--- src/rtl/countdown_timer.sv ---
// countdown_timer: loadable down-counter with one-cycle done pulse, optional auto-reload
module countdown_timer #(
  parameter int WL          = 16,
  parameter bit AUTO_RELOAD = 1'b0,
  parameter int EW          = 8
) (
  input  logic          clk,
  input  logic          rst,
  input  logic          ld_valid,
  output logic          ld_ready,
  input  logic [WL-1:0] ld_val,
  input  logic          cnt_en,
  input  logic          abort,
  output logic [WL-1:0] cnt,
  output logic          busy,
  output logic          done,
  output logic [EW-1:0] exp_cnt
);
  typedef enum logic {IDLE, RUN} state_t;
  state_t state_q, state_d;
  logic [WL-1:0] cnt_q, cnt_d, rl_q, rl_d;
  logic [EW-1:0] exp_q, exp_d, exp_inc;
  logic done_q, done_d, zero_ld;
  assign exp_inc = &exp_q ? exp_q : exp_q + 1'b1;
  assign zero_ld = ld_val == '0;
  always_comb begin
    state_d = state_q;
    cnt_d   = cnt_q;
    rl_d    = rl_q;
    exp_d   = exp_q;
    done_d  = 1'b0;
    if (state_q == IDLE) begin
      if (ld_valid) begin
        rl_d    = ld_val;
        cnt_d   = ld_val;
        state_d = zero_ld ? IDLE : RUN;
        done_d  = zero_ld;
        exp_d   = zero_ld ? EW'(1) : '0;
      end
    end else if (abort) begin
      cnt_d   = '0;
      state_d = IDLE;
    end else if (cnt_en) begin
      // expiry is detected at 1 so the decrement never wraps
      if (cnt_q != WL'(1)) cnt_d = cnt_q - 1'b1;
      else begin
        done_d  = 1'b1;
        exp_d   = exp_inc;
        cnt_d   = AUTO_RELOAD ? rl_q : '0;
        state_d = AUTO_RELOAD ? RUN : IDLE;
      end
    end
  end
  always_ff @(posedge clk or posedge rst) begin
    if (rst) begin
      state_q <= IDLE;
      cnt_q   <= '0;
      rl_q    <= '0;
      exp_q   <= '0;
      done_q  <= 1'b0;
    end else begin
      state_q <= state_d;
      cnt_q   <= cnt_d;
      rl_q    <= rl_d;
      exp_q   <= exp_d;
      done_q  <= done_d;
    end
  end
  assign ld_ready = state_q == IDLE;
  assign busy     = state_q == RUN;
  assign cnt      = cnt_q;
  assign done     = done_q;
  assign exp_cnt  = exp_q;
endmodule

--- config.mk ---
export PLATFORM = sky130hd
export DESIGN_NAME = countdown_timer
export DESIGN_NICKNAME = d
export VERILOG_FILES = /design/src/rtl/countdown_timer.sv
export SDC_FILE = /design/constraint.sdc
export NUM_CORES = 1
export LEC_CHECK = 0
export CELL_PAD_IN_SITES_DETAIL_PLACEMENT = 2
export CELL_PAD_IN_SITES_GLOBAL_PLACEMENT = 2
export CORE_ASPECT_RATIO = 2
export CORE_MARGIN = 2
export CORE_UTILIZATION = 28
export DETAILED_ROUTE_END_ITERATION = 10
export HOLD_SLACK_MARGIN = 0.08
export MAX_ROUTING_LAYER = met4
export PLACE_DENSITY = 0.74
export SLEW_MARGIN = 10
export SYNTH_ARGS = -nofsm -noshare
export SYNTH_HDL_FRONTEND = slang
export SYNTH_SLANG_ARGS = --single-unit
--- constraint.sdc ---
create_clock -name clk -period 2.76 [get_ports clk]
set_clock_uncertainty 0.15 [all_clocks]
set_input_delay 0.414 -clock clk [delete_from_list [all_inputs] [get_ports clk]]
set_output_delay 0.414 -clock clk [all_outputs]
set_load 0.01 [all_outputs]
==> impl_metrics.tcl <==
set metrics [dict create \
    worstPathArrival_ns 2.42 \
    vdd_drop_max_mv 0.2638 \
    utilization_pct 40.23 \
    final_net_count 270 \
    p_int_mw 1.125 \
    firstDrtPassIters 4 \
    layout-drive-gt1-share_pct 10.20 \
    die_area_um2 6953 \
    final_antenna_net_count 0 \
    cts_setup_buffers 0 \
    grt_usage_pct 22.79 \
    cts_buffers 3 \
    synthArstFlopShare_pct 100.0 \
    ys_warn_count 0 \
    r2r-end "exp_cnt[0]" \
    r2r_start "cnt[1]" \
    grt_pass1_wl_um 11230 \
    max_freq_mhz 419.7 \
    synth_edf_count 0 \
    finalHoldViolations 0 \
    drv_cap 0 \
    switchingPower_mw 0.7935 \
    outcome "finished clean" \
    synth_flop_cell "dfrtp_1" \
    route.detailed.drc 0 \
    insertion_delay_ns 0.27 \
    crit_buf_inv 2 \
    required_ns 2.79 \
    place_congestion 0.8564 \
    synth_area_um2 1754 \
    synth_cell_types 54 \
    die_h_um 115.9 \
    cts.repair.resized 0 \
    port_buffers 47 \
    drtIter0Drc 52 \
    startpoint_type "flop" \
    cp-end-kind "flop" \
    grt_pass1_vias 2063 \
    crit_path_end "exp_cnt[0]" \
    cts-root-buf "clkbuf_16" \
    grt_overflow_total 0 \
    tritoncts "built" \
    power.leakage_nw 0.9534 \
    io_pins 48 \
    cp_slowest_cell "dfrtp_1" \
    start_util_pct 28.97 \
    tns_ns 0 \
    diodes 0 \
    fin_crit_sh_pct 86.32 \
    avgSynthCellArea_um2 9.184 \
    core-area_um2 6056 \
    dp_hpwl_um 5342 \
    r2r_slack_ns 0.38 \
    timing.final.ws_setup_ns 0.3775 \
    antenna_found_initial 0 \
    rows 40 \
    slew_viol_final 0 \
    tightest_slew_ns 0.5475 \
    setup_violations 0 \
    clock_path_buffers 2 \
    worstSetupPathType "reg2reg" \
    wl_um 7016 \
    fp.dieW_um 59.97 \
    worstHoldPathType "in2async" \
    worstSetupStartpoint "cnt[1]" \
    worstPathMaxFanout 6 \
    path_cells "inv_1 > ha_1 > nor4b_1 > nand4_2 > buf_4 > a311oi_4 > nor3_1 > a211oi_1" \
    hold_ws_ns 0.3678 \
    r2r_cells 8 \
    layout_min_cycle_time_ns 2.382 \
    syn_nets 215 \
    dp_slack_ns 0.3573 \
    power.density_nw_per_um2 787.7 \
    slowest_delay_ns 0.45 \
    clock-sinks 26 \
    power_frac_seq_pct 34.2 \
    vias 1824 \
    max_slew_margin_pct 63.16 \
    h-tree-depth 1 \
    syn_inst 191 \
    area_growth_pct 38.87 \
    grt_max_degree 27 \
    crit_family "simple AND/OR/NAND/NOR gates" \
    path_clk_slew_ns 0.07 \
    post_drt_wl_per_cell_um 21.33 \
    cts_hold_buf 0 \
    via_per_inst 5.544 \
    p_total_mw 1.919 \
    rsz0062_at_grt "no" \
    swShare_pct 41.35 \
    combPwrFrac_pct 46.3 \
    ys_ff_latch 26 \
    power.share.clock_pct 19.4 \
    synth_seq_area_share_pct 37.09 \
    crit_cells 8 \
]
## synth_stat cells (4+ instances only)
cell,n,area (um^2)
nor4_1,10,62.56
xnor2_1,4,35.03
dfrtp_1,26,650.6
a22o_1,4,35.03
nor3_1,6,30.03
buf_6,4,45.04
a21oi_1,9,45.04
nand4_1,5,31.28
inv_1,9,33.78
nand3_1,7,35.03
o21ai_0,12,60.06
o211ai_1,4,30.03
nor2_1,17,63.81
nand2_1,14,52.55
## cells in the final DEF, fill, tap and decap left out, types with 2 or more instances in the layout
cell | synthesis | routed
and3_1 | 3 | 3
clkbuf_16 | 0 | 3
nor3_1 | 6 | 6
inv_1 | 9 | 9
clkdlybuf4s50_1 | 0 | 47
nand4_1 | 5 | 5
nand3_1 | 7 | 7
xnor2_1 | 4 | 4
a21oi_1 | 9 | 9
nand2b_1 | 3 | 3
o211ai_1 | 4 | 4
buf_4 | 0 | 10
nor4_1 | 10 | 10
o21ai_0 | 12 | 12
a211oi_1 | 2 | 2
a22o_1 | 4 | 4
nor2b_1 | 3 | 3
a22oi_1 | 2 | 2
dfrtp_1 | 26 | 26
ha_1 | 3 | 3
o2bb2ai_1 | 2 | 2
nor2_1 | 17 | 17
a31oi_1 | 2 | 2
a221o_1 | 3 | 3
nor4_4 | 3 | 3
nand2_1 | 14 | 14
o22ai_1 | 3 | 3
a21o_1 | 2 | 2
## logic make-up after synthesis
family,Yosys count,synth area share (%)
AOI/OAI and AO/OA,56,22.97
xor gates and xnor gates,4,1.997
adders and majority gates,3,2.140
buffers and inverters,16,5.206
DFF,26,37.09
muxes,1,0.5706
and+or+nand+nor,85,30.03
## metal layers
layer | track usage (%) | routed length (um)
met5 | - | 0
met3 | 2.121 | 163
met1 | 22.54 | 2411
met2 | 42.25 | 4185
met4 | 10.96 | 255
## layout make-up
cell class | count | area (um^2)
clock buffers | 4 | 88.84
multi-input cells | 149 | 1012
well taps | 84 | 105.1
repair buffers | 57 | 545.5
flip-flops and latches | 26 | 650.6
fillers | 678 | 3620
inverters | 9 | 33.78
## worst min path at each step
stage	startpoint	endpoint	depth (start not counted)
2_1_floorplan	rst	busy	1
3_3_place_gp	exp_cnt[1]	exp_cnt[1]	2
3_5_place_dp	exp_cnt[6]	exp_cnt[6]	2
4_1_cts	rst	exp_cnt[0]	3
6_report	rst	busy	3
5_1_grt	rst	busy	3
## per-stage QoR
stage | cell area, um^2 | cells
final | 2436 | 329
after global routing | 2436 | 329
after CTS | 2436 | 329
after detailed placement | 2347 | 325
after global placement | 2347 | 325
after floorplan | 1754 | 191
## registers in the layout, indices dropped and copies added, names as in the netlist
| register | cells |
|---|---|
| cnt | 16 |
| exp_cnt | 8 |
| done | 1 |
| busy | 1 |
## power by group through the flow
stage	Clock, mW	Combinational (mW)	Sequential, mW
after floorplan	0	0.430	0.663
after global placement	0	0.870	0.662
after detailed placement	0	0.885	0.665
after CTS	0.387	0.896	0.658
after global routing	0.398	0.964	0.680
final	0.373	0.889	0.657
## worst reg2reg max path, stage by stage (launching register included)
cell	delay, ns
dfrtp_1	0.45
inv_1	0.13
ha_1	0.17
nor4b_1	0.30
nand4_2	0.28
buf_4	0.25
a311oi_4	0.27
nor3_1	0.08
a211oi_1	0.21
Power figures use the tool's default switching activity.
